## src/rtl/fetch_unit.sv

```systemverilog
// Instruction fetch: owns the PC, tracks the single in-flight imem read and keeps a one-entry skid buffer.
// First instruction is valid 1 cycle after reset; a redirect costs 2 cycles; stall parks the presented word in the skid.
module fetch_unit #(
  parameter logic [31:0] RESET_PC = 32'h0000_0000
) (
  input  logic        clk,
  input  logic        rst,
  output logic [31:0] imem_addr,
  input  logic [31:0] imem_rdata,
  input  logic        stall,
  input  logic        redirect_valid,
  input  logic [31:0] redirect_pc,
  output logic        inst_valid,
  output logic [31:0] inst,
  output logic [31:0] inst_pc
);

  logic [31:0] f_pc;
  logic [31:0] r_pc;
  logic        v;
  logic        s_v;
  logic [31:0] s_inst;
  logic [31:0] s_pc;
  logic        issue;

  assign imem_addr  = f_pc;
  assign inst_valid = s_v | v;
  assign inst       = s_v ? s_inst : imem_rdata;
  assign inst_pc    = s_v ? s_pc : r_pc;
  // Stall only matters when something is presented; otherwise keep refilling.
  assign issue      = ~(stall & inst_valid);

  always_ff @(posedge clk or posedge rst) begin
    if (rst) begin
      f_pc   <= RESET_PC;
      r_pc   <= 32'd0;
      v      <= 1'b0;
      s_v    <= 1'b0;
      s_inst <= 32'd0;
      s_pc   <= 32'd0;
    end else if (redirect_valid) begin
      f_pc <= redirect_pc & ~32'd3;
      v    <= 1'b0;
      s_v  <= 1'b0;
    end else if (issue) begin
      r_pc <= f_pc;
      v    <= 1'b1;
      f_pc <= f_pc + 32'd4;
      s_v  <= 1'b0;
    end else if (v && !s_v) begin
      // Read data lives only this cycle; capture it. The read of f_pc is dropped and reissued on release.
      s_inst <= imem_rdata;
      s_pc   <= r_pc;
      s_v    <= 1'b1;
      v      <= 1'b0;
    end else begin
      v <= 1'b0;
    end
  end

endmodule
```

## config.mk

```make
export PLATFORM = sky130hd
export DESIGN_NAME = fetch_unit
export DESIGN_NICKNAME = d
export VERILOG_FILES = /design/src/rtl/fetch_unit.sv
export SDC_FILE = /design/constraint.sdc
export NUM_CORES = 1
export LEC_CHECK = 0
export ABC_AREA = 0
export BUFFER_PORTS_ARGS = -buffer_cell sky130_fd_sc_hd__clkbuf_2
export CAP_MARGIN = 10
export CELL_PAD_IN_SITES_DETAIL_PLACEMENT = 0
export CELL_PAD_IN_SITES_GLOBAL_PLACEMENT = 1
export CORE_UTILIZATION = 45
export DETAILED_ROUTE_END_ITERATION = 8
export GPL_TIMING_DRIVEN = 1
export PLACE_DENSITY_LB_ADDON = 0.3
export SKIP_CTS_REPAIR_TIMING = 1
export SLEW_MARGIN = 20
export SYNTH_ARGS = -nofsm -noshare
export SYNTH_HDL_FRONTEND = slang
export SYNTH_SLANG_ARGS = --single-unit
```

## constraint.sdc

```tcl
create_clock -name clk -period 6.7 [get_ports clk]
set_input_delay 1.34 -clock clk [delete_from_list [all_inputs] [get_ports clk]]
set_output_delay 1.34 -clock clk [all_outputs]
set_load 0.05 [all_outputs]
```

==> flow_results.xml, run 1 <==
<?xml version="1.0" encoding="UTF-8"?>
<metrics>
  <group name="run_status">
    <metric name="outcome" unit="">complete, no violations</metric>
  </group>
  <group name="timing">
    <metric name="timing.final.setup_violations" unit="">0</metric>
    <metric name="slew_headroom" unit="%">33.6</metric>
    <metric name="totalNegativeSetupSlack" unit="ns">0</metric>
    <metric name="fin_skew" unit="ns">0.0149</metric>
    <metric name="postLayoutSetupSlackWorst" unit="ns">2.95</metric>
    <metric name="final-max-slew-violation-count" unit="">0</metric>
    <metric name="rsz0062_at_grt" unit="">no</metric>
    <metric name="period_needed" unit="ns">3.75</metric>
    <metric name="fin_crit_sh" unit="%">56.0</metric>
    <metric name="max_slew.worst_pin.slew" unit="ns">0.994</metric>
    <metric name="hold_viol_final" unit="">0</metric>
    <metric name="timing.fmax" unit="MHz">267</metric>
  </group>
  <group name="pwr">
    <metric name="power_density" unit="nW/um2">337</metric>
    <metric name="ir_worst_vdd" unit="mV">0.172</metric>
    <metric name="net-switching-power" unit="uW">837</metric>
    <metric name="cellLeakagePower" unit="uW">0.00327</metric>
    <metric name="share_comb_of_total_power" unit="%">27.1</metric>
    <metric name="p_clk_share" unit="%">31.6</metric>
    <metric name="cellInternalPower" unit="uW">1670</metric>
    <metric name="seq_power_share" unit="%">41.3</metric>
    <metric name="power.share.switching" unit="%">33.4</metric>
  </group>
  <group name="floorplanning">
    <metric name="dieWidth" unit="um">118</metric>
    <metric name="core.rowCount" unit="">41</metric>
    <metric name="initial_core_util" unit="%">46.8</metric>
    <metric name="io-pin-count" unit="">165</metric>
    <metric name="design.core.area" unit="um2">12800</metric>
    <metric name="floorplan.die.height" unit="um">118</metric>
    <metric name="area_of_the_die" unit="um2">13800</metric>
  </group>
  <group name="detailed_routing">
    <metric name="detail_route.drc_violations" unit="">0</metric>
    <metric name="detail_route.wirelength" unit="um">14000</metric>
    <metric name="avgRoutedWirePerCell" unit="um">17.1</metric>
    <metric name="drt_via_density" unit="">5.45</metric>
    <metric name="ant_nets" unit="">0</metric>
    <metric name="route.vias.total" unit="">4449</metric>
    <metric name="drt_first_iter_violations" unit="">206</metric>
    <metric name="detail_route.first_pass.iterations" unit="">4</metric>
  </group>
  <group name="final_layout">
    <metric name="post-route-cell-area" unit="um2">7440</metric>
    <metric name="ant_diodes" unit="">0</metric>
    <metric name="multi_input_area" unit="um2">2760</metric>
    <metric name="fillerInstances" unit="">1136</metric>
    <metric name="drive_above_1_share" unit="%">54.0</metric>
    <metric name="post_layout_nonfiller_instances" unit="">817</metric>
    <metric name="regArea" unit="um2">3100</metric>
    <metric name="area_delta_synth_final" unit="%">23.9</metric>
    <metric name="finalNetCount" unit="">704</metric>
  </group>
  <group name="critical_path">
    <metric name="slowest_stage" unit="">sky130_fd_sc_hd__dfrtp_2</metric>
    <metric name="critical_path_buf_inv_count" unit="">2</metric>
    <metric name="critical-path-top-delay-family" unit="">buffers and inverters</metric>
    <metric name="slowest_delay" unit="ns">0.68</metric>
    <metric name="timing.critical_path.to_type" unit="">primary output</metric>
    <metric name="chain_of_cells_forming_the_critical_path" unit="">buf_4 -&gt; mux2_2 -&gt; clkbuf_2</metric>
    <metric name="critical_path_arrival" unit="ns">2.41</metric>
    <metric name="path_max_fanout" unit="">48</metric>
    <metric name="cp-start-kind" unit="">flip-flop</metric>
    <metric name="worstPathRequired" unit="ns">5.36</metric>
    <metric name="timing.setup.critical_path_class" unit="">flip-flop to primary output</metric>
  </group>
  <group name="placed_design">
    <metric name="placed_cell_area" unit="um2">6930</metric>
    <metric name="place.detailed.hpwl" unit="um">9660</metric>
    <metric name="placement.setup.worst_slack" unit="ns">3.36</metric>
    <metric name="dp_cells" unit="">788</metric>
    <metric name="globalplace.congestion" unit="">0.841</metric>
    <metric name="io_buffer_count" unit="">158</metric>
  </group>
  <group name="hold_path">
    <metric name="path_category_of_the_worst_min_delay_check" unit="">flip-flop to flip-flop</metric>
  </group>
  <group name="clock_tree">
    <metric name="cts.reportedPaths.clkPinSlew" unit="ns">0.05</metric>
    <metric name="tritoncts.num_buffers" unit="">17</metric>
    <metric name="tritoncts" unit="">done</metric>
    <metric name="clock-sinks" unit="">124</metric>
    <metric name="insertion_delay" unit="ns">0.41</metric>
    <metric name="cts-root-to-sink-buffers" unit="">2</metric>
    <metric name="clock_tree.root_cell" unit="">sky130_fd_sc_hd__clkbuf_16</metric>
    <metric name="cts.htree.levels" unit="">4</metric>
  </group>
  <group name="logic_synthesis">
    <metric name="synthesis.instances" unit="">483</metric>
    <metric name="yosys_warnings" unit="">0</metric>
    <metric name="synthesis.area" unit="um2">6000</metric>
    <metric name="yosys.cell_types.count" unit="">33</metric>
    <metric name="synth_seq_area_share" unit="%">51.7</metric>
    <metric name="syn_avg_cell_area" unit="um2">12.4</metric>
    <metric name="yosys_register_bits" unit="">124</metric>
  </group>
  <group name="global_route">
    <metric name="initial_antenna_violation_count" unit="">0</metric>
    <metric name="grt_pass1_wl" unit="um">23300</metric>
    <metric name="grt_pass1_vias" unit="">4501</metric>
    <metric name="globalRouteTotalUtil" unit="%">21.6</metric>
    <metric name="gr-total-overflow" unit="">0</metric>
    <metric name="grt_max_degree" unit="">65</metric>
  </group>
  <group name="job">
    <metric name="maxCapViolations" unit="">0</metric>
  </group>
</metrics>
## cells in the mapped netlist (all sizes together)
master | n | share of area (%)
and4 | 2 | 0.29
o31ai | 12 | 1.5
dfrtp | 124 | 52
or3 | 3 | 0.31
inv | 6 | 0.38
o211ai | 5 | 0.63
or4bb | 1 | 0.19
conb | 1 | 0.062
o21a | 1 | 0.13
a31oi | 14 | 1.5
or2 | 3 | 0.31
nor3 | 2 | 0.17
clkbuf | 23 | 1.5
or4 | 23 | 2.9
xor2 | 4 | 0.58
buf | 9 | 0.92
mux2i | 1 | 0.17
nand2 | 27 | 1.7
xnor2 | 5 | 0.73
nor2 | 18 | 1.1
ha | 1 | 0.21
nor4 | 2 | 0.21
mux2 | 154 | 29
nor4b | 1 | 0.15
nand3 | 15 | 1.4
o21ai | 13 | 1.1
nand4 | 11 | 1.1
a311o | 1 | 0.17
and3 | 1 | 0.10
## stage by stage
stage	utilization [%]	power (uW)	hold WS, ns
2_1_floorplan	-	1570	0.475
3_3_place_gp	54.0	1700	0.483
3_5_place_dp	54.0	1730	0.490
4_1_cts	58.0	2530	0.501
5_1_grt	58.0	2630	0.512
6_report	58.0	2500	0.500
## sequential cells by signal, indices dropped and copies added, names as in the netlist
name and count:
v 1, s_inst 32, s_v 1, r_pc 30, s_pc 30, imem_addr 30
## logic make-up after synthesis
group                      after synthesis  synth area share, %
adders and majority gates                1                0.208
xor gates and xnor gates                 9                 1.31
buffers and inverters                   38                 2.75
muxes                                  155                 29.0
DFF                                    124                 51.7
other                                    1               0.0625
and+or+nand+nor                        109                 9.98
AOI/OAI and AO/OA                       46                 4.96
## path summary, 6_finish.rpt
kind	from	to	slack, ns	cells past startpoint
max	s_v	inst_pc[12]	2.95	3
min	s_inst[7]	s_inst[7]	0.50	1
max reg2reg	s_v	imem_addr[30]	4.19	4
min reg2reg	s_inst[7]	s_inst[7]	0.50	1
max in group asynchronous	rst	s_v	4.31	3
min in group asynchronous	rst	s_inst[25]	1.06	2
## worst reg2reg max path: cells and delay by family, from the launching register on
kind,cells,cell delay (ns)
AOI/OAI and AO/OA,2,0.92
and+or+nand+nor,2,0.92
DFF,1,0.59
## power by group through the flow
stage | registers [uW] | clock network, uW | logic (uW)
floorplan | 1060 | 0 | 509
CTS | 1030 | 813 | 687
global route | 1060 | 845 | 723
finish | 1030 | 793 | 678
detailed placement | 1040 | 0 | 685
global placement | 1030 | 0 | 671
## cells in the final DEF (no fill, tap or decap), drive strengths merged, types with 3 or more instances in the layout
master	instances
o31ai	12
xnor2	5
mux2	154
or4	23
clkbuf	185
or3	3
dfrtp	124
xor2	4
inv	6
conb	4
or2	3
o211ai	5
nand2	27
nand3	15
nand4	11
nor2	18
a31oi	14
buf	4
o21ai	13
## metal layers
metal | part of all wire (%) | vias up | track usage (%)
met4 | 1.2 | 0 | 7.53
met3 | 6.6 | 14 | 5.04
met1 | 44 | 2161 | 29.6
met5 | 0 | - | 0
met2 | 48 | 192 | 33.8
li1 | - | 2082 | -
## layout make-up
| cell class | count | share of cell area, % |
|---|---|---|
| repair buffers | 162 | 11.0 |
| multi-input cells | 324 | 37.1 |
| clock inverters | 2 | 0.135 |
| flip-flops and latches | 124 | 41.7 |
| inverters | 6 | 0.336 |
| well taps | 172 | 2.89 |
| clock buffers | 27 | 6.76 |
Power figures use the tool's default switching activity.
==> run 2: changes to the inputs <==
Settings changed: ABC_AREA 0 to 1, CORE_UTILIZATION 45 to 38.
Clock period 6.7 ns to 3.52 ns, I/O delays scaled along.
==> run 2 against run 1 <==
The run now ends with DRC left. Core utilization down 10 points. Sequential power up 87%. Total power up 98%. Clock power up 120%. Hold slack worse by 0.065 ns. Sequential cell count unchanged. Register-to-register slack worse by 2.8 ns. Via count up 30%. Synthesized cell count up 76%. Count of clock-buffer cells in the layout down 4. Critical path type unchanged. Largest cell class unchanged. Largest power group unchanged.
==> flow_results.xml, run 2 <==
<?xml version="1.0" encoding="UTF-8"?>
<metrics>
  <group name="placed_design">
    <metric name="io_buffer_count" unit="">158</metric>
    <metric name="placed_cell_area" unit="um2">7330</metric>
    <metric name="place.detailed.hpwl" unit="um">11800</metric>
    <metric name="globalplace.congestion" unit="">0.899</metric>
  </group>
  <group name="timing">
    <metric name="slew_headroom" unit="%">45.5</metric>
    <metric name="rsz0062_at_grt" unit="">no</metric>
    <metric name="final-max-slew-violation-count" unit="">0</metric>
    <metric name="max_slew.worst_pin.slew" unit="ns">0.816</metric>
    <metric name="fin_skew" unit="ns">0.00657</metric>
    <metric name="totalNegativeSetupSlack" unit="ns">0</metric>
    <metric name="timing.final.setup_violations" unit="">0</metric>
    <metric name="fin_crit_sh" unit="%">77.3</metric>
    <metric name="period_needed" unit="ns">2.72</metric>
    <metric name="timing.fmax" unit="MHz">368</metric>
    <metric name="hold_viol_final" unit="">0</metric>
  </group>
  <group name="floorplanning">
    <metric name="io-pin-count" unit="">165</metric>
    <metric name="design.core.area" unit="um2">16500</metric>
    <metric name="core.rowCount" unit="">47</metric>
    <metric name="floorplan.die.height" unit="um">132</metric>
    <metric name="dieWidth" unit="um">132</metric>
    <metric name="initial_core_util" unit="%">38.8</metric>
    <metric name="area_of_the_die" unit="um2">17400</metric>
  </group>
  <group name="detailed_routing">
    <metric name="route.vias.total" unit="">5768</metric>
    <metric name="avgRoutedWirePerCell" unit="um">13.5</metric>
    <metric name="detail_route.wirelength" unit="um">16500</metric>
    <metric name="drt_first_iter_violations" unit="">368</metric>
    <metric name="drt_via_density" unit="">4.70</metric>
    <metric name="detail_route.drc_violations" unit="">2</metric>
    <metric name="ant_nets" unit="">0</metric>
    <metric name="met2_length" unit="um">6960</metric>
    <metric name="met1_length" unit="um">8390</metric>
    <metric name="wl_met3" unit="um">854</metric>
    <metric name="detail_route.first_pass.iterations" unit="">7</metric>
    <metric name="route.top_layer_used" unit="">met4</metric>
  </group>
  <group name="critical_path">
    <metric name="cp-start-kind" unit="">flip-flop</metric>
    <metric name="worstReg2RegEnd" unit="">s_pc[8]</metric>
    <metric name="r2r.worst_path.cells" unit="">7</metric>
    <metric name="timing.setup.critical_path_class" unit="">flip-flop to primary output</metric>
    <metric name="reg2reg_slack" unit="ns">1.37</metric>
    <metric name="r2r-start" unit="">s_v</metric>
    <metric name="timing.critical_path.to_type" unit="">primary output</metric>
    <metric name="worstPathRequired" unit="ns">2.82</metric>
    <metric name="critical_path_arrival" unit="ns">2.02</metric>
    <metric name="path_max_fanout" unit="">82</metric>
  </group>
  <group name="final_layout">
    <metric name="ant_diodes" unit="">0</metric>
    <metric name="largest_register_ffs" unit="">32</metric>
    <metric name="drive_above_1_share" unit="%">21.9</metric>
    <metric name="mostFrequentLayoutCell" unit="">sky130_fd_sc_hd__nand2_1</metric>
    <metric name="layout_common_cells" unit="">251 x sky130_fd_sc_hd__nand2_1, 158 x sky130_fd_sc_hd__clkbuf_2, 123 x sky130_fd_sc_hd__dfrtp_1</metric>
    <metric name="post-route-cell-area" unit="um2">7930</metric>
    <metric name="area_delta_synth_final" unit="%">23.5</metric>
    <metric name="finalNetCount" unit="">1063</metric>
    <metric name="max_flop_register" unit="">s_inst</metric>
  </group>
  <group name="logic_synthesis">
    <metric name="yosys.cell_count.top_type" unit="">sky130_fd_sc_hd__nand2_1</metric>
    <metric name="synth_top_family_by_area" unit="">simple AND/OR/NAND/NOR gates</metric>
    <metric name="yosys.cell_types.count" unit="">35</metric>
    <metric name="synth_compound_area_share" unit="%">15.3</metric>
    <metric name="yosys_register_bits" unit="">124</metric>
    <metric name="synthTopCellsByCount" unit="">251 x sky130_fd_sc_hd__nand2_1, 124 x sky130_fd_sc_hd__dfrtp_1, 114 x sky130_fd_sc_hd__inv_1, 97 x sky130_fd_sc_hd__o21ai_0, 62 x sky130_fd_sc_hd__o21ai_1</metric>
    <metric name="synthTopCellsByArea" unit="">sky130_fd_sc_hd__dfrtp_1 48%, sky130_fd_sc_hd__nand2_1 15%, sky130_fd_sc_hd__o21ai_0 7.6%, sky130_fd_sc_hd__inv_1 6.7%, sky130_fd_sc_hd__o21ai_1 4.8%</metric>
    <metric name="yosys.area_share.simple" unit="%">24.5</metric>
    <metric name="yosys_warnings" unit="">0</metric>
    <metric name="synth_top_cell_by_area" unit="">sky130_fd_sc_hd__dfrtp_1</metric>
    <metric name="most_instantiated_flip_flop_cell_in_the_synthesis_netlist" unit="">sky130_fd_sc_hd__dfrtp_1</metric>
    <metric name="yosys.area.top_type_share" unit="%">48.4</metric>
    <metric name="synthesis.instances" unit="">849</metric>
    <metric name="synthArstFlopShare" unit="%">100</metric>
    <metric name="synthesis.area" unit="um2">6420</metric>
    <metric name="synth_seq_area_share" unit="%">48.4</metric>
    <metric name="synth-edff-count" unit="">0</metric>
    <metric name="synthMuxAreaShare" unit="%">0</metric>
    <metric name="syn_avg_cell_area" unit="um2">7.56</metric>
    <metric name="post_synth_xor_area_fraction" unit="%">0.546</metric>
    <metric name="yosys.area_share.adder" unit="%">0.195</metric>
  </group>
  <group name="pwr">
    <metric name="power_density" unit="nW/um2">626</metric>
    <metric name="ir_worst_vdd" unit="mV">0.382</metric>
    <metric name="post-layout-total-power" unit="uW">4960</metric>
    <metric name="cellLeakagePower" unit="uW">0.00405</metric>
  </group>
  <group name="job">
    <metric name="maxCapViolations" unit="">0</metric>
  </group>
  <group name="run_status">
    <metric name="failed_checks" unit="">DRC</metric>
    <metric name="outcome" unit="">finished, violations left</metric>
  </group>
  <group name="clock_tree">
    <metric name="tritoncts.num_buffers" unit="">17</metric>
    <metric name="cts.htree.levels" unit="">4</metric>
    <metric name="tritoncts" unit="">done</metric>
    <metric name="clock-sinks" unit="">124</metric>
    <metric name="clock_tree.root_cell" unit="">sky130_fd_sc_hd__clkbuf_16</metric>
    <metric name="cts-root-to-sink-buffers" unit="">2</metric>
    <metric name="insertion_delay" unit="ns">0.41</metric>
    <metric name="cts.reportedPaths.clkPinSlew" unit="ns">0.05</metric>
  </group>
  <group name="hold_path">
    <metric name="path_category_of_the_worst_min_delay_check" unit="">primary input to asynchronous set/reset pin</metric>
  </group>
  <group name="global_route">
    <metric name="gr-total-overflow" unit="">0</metric>
    <metric name="initial_antenna_violation_count" unit="">0</metric>
    <metric name="grt_max_degree" unit="">83</metric>
    <metric name="grt_pass1_wl" unit="um">27100</metric>
    <metric name="grt_pass1_vias" unit="">5259</metric>
    <metric name="globalRouteTotalUtil" unit="%">19.9</metric>
  </group>
</metrics>
run 2: logic make-up (layout without fill, tap and decap cells):
group / count (synthesis) / count (layout)
AND/OR/NAND/NOR: 371 / 371
other: 1 / 4
flip-flops: 124 / 124
XOR/XNOR: 4 / 4
buffers and inverters: 161 / 315
AO/OA/AOI/OAI: 187 / 187
adder cells (fa/ha/maj): 1 / 1
run 2: area by class of cell:
| class | count | area (um2) |
|---|---|---|
| clock buffer | 23 | 478 |
| clock inverter | 8 | 115 |
| tap | 220 | 275 |
| inverter | 116 | 442 |
| sequential | 124 | 3110 |
| multi-input combinational | 567 | 2620 |
| fill | 1705 | 8600 |
| timing repair buffer | 168 | 891 |
run 2: routing by layer:
layer / global-route usage, % / vias up
li1: - / 2992
met4: 7.69 / 0
met2: 28.7 / 162
met5: 0 / -
met1: 29.1 / 2593
met3: 4.31 / 21
run 2: worst max-delay path, stage by stage, from the launching register on:
cell	delay, ns
sky130_fd_sc_hd__dfrtp_4	0.45
sky130_fd_sc_hd__buf_4	0.55
sky130_fd_sc_hd__nand2_1	0.10
sky130_fd_sc_hd__o21ai_0	0.15
sky130_fd_sc_hd__clkbuf_2	0.34
run 2: power breakdown:
part           switching (uW)  leakage (uW)  internal, uW
clock                     598      0.000297          1160
sequential                196       0.00153          1730
combinational             942       0.00222           335
run 2: worst max path at each step:
stage,start,to,slack (ns),depth (start not counted)
global route,s_v,inst_pc[24],0.58,4
detailed placement,stall,s_pc[8],1.02,8
finish,s_v,inst_pc[22],0.80,4
floorplan,imem_rdata[0],inst[0],1.0,2
CTS,s_v,inst_pc[22],0.72,4
global placement,stall,s_pc[4],1.02,8
run 2: stage by stage:
stage          utilization, %  instances  hold WS, ns  setup slack, ns
2_1_floorplan               -        852        0.453            0.995
3_3_place_gp             44.4       1195        0.466             1.02
3_5_place_dp             44.4       1195        0.468             1.02
4_1_cts                  48.0       1226        0.455            0.724
5_1_grt                  48.0       1226        0.490            0.585
6_report                 48.0       1226        0.434            0.800
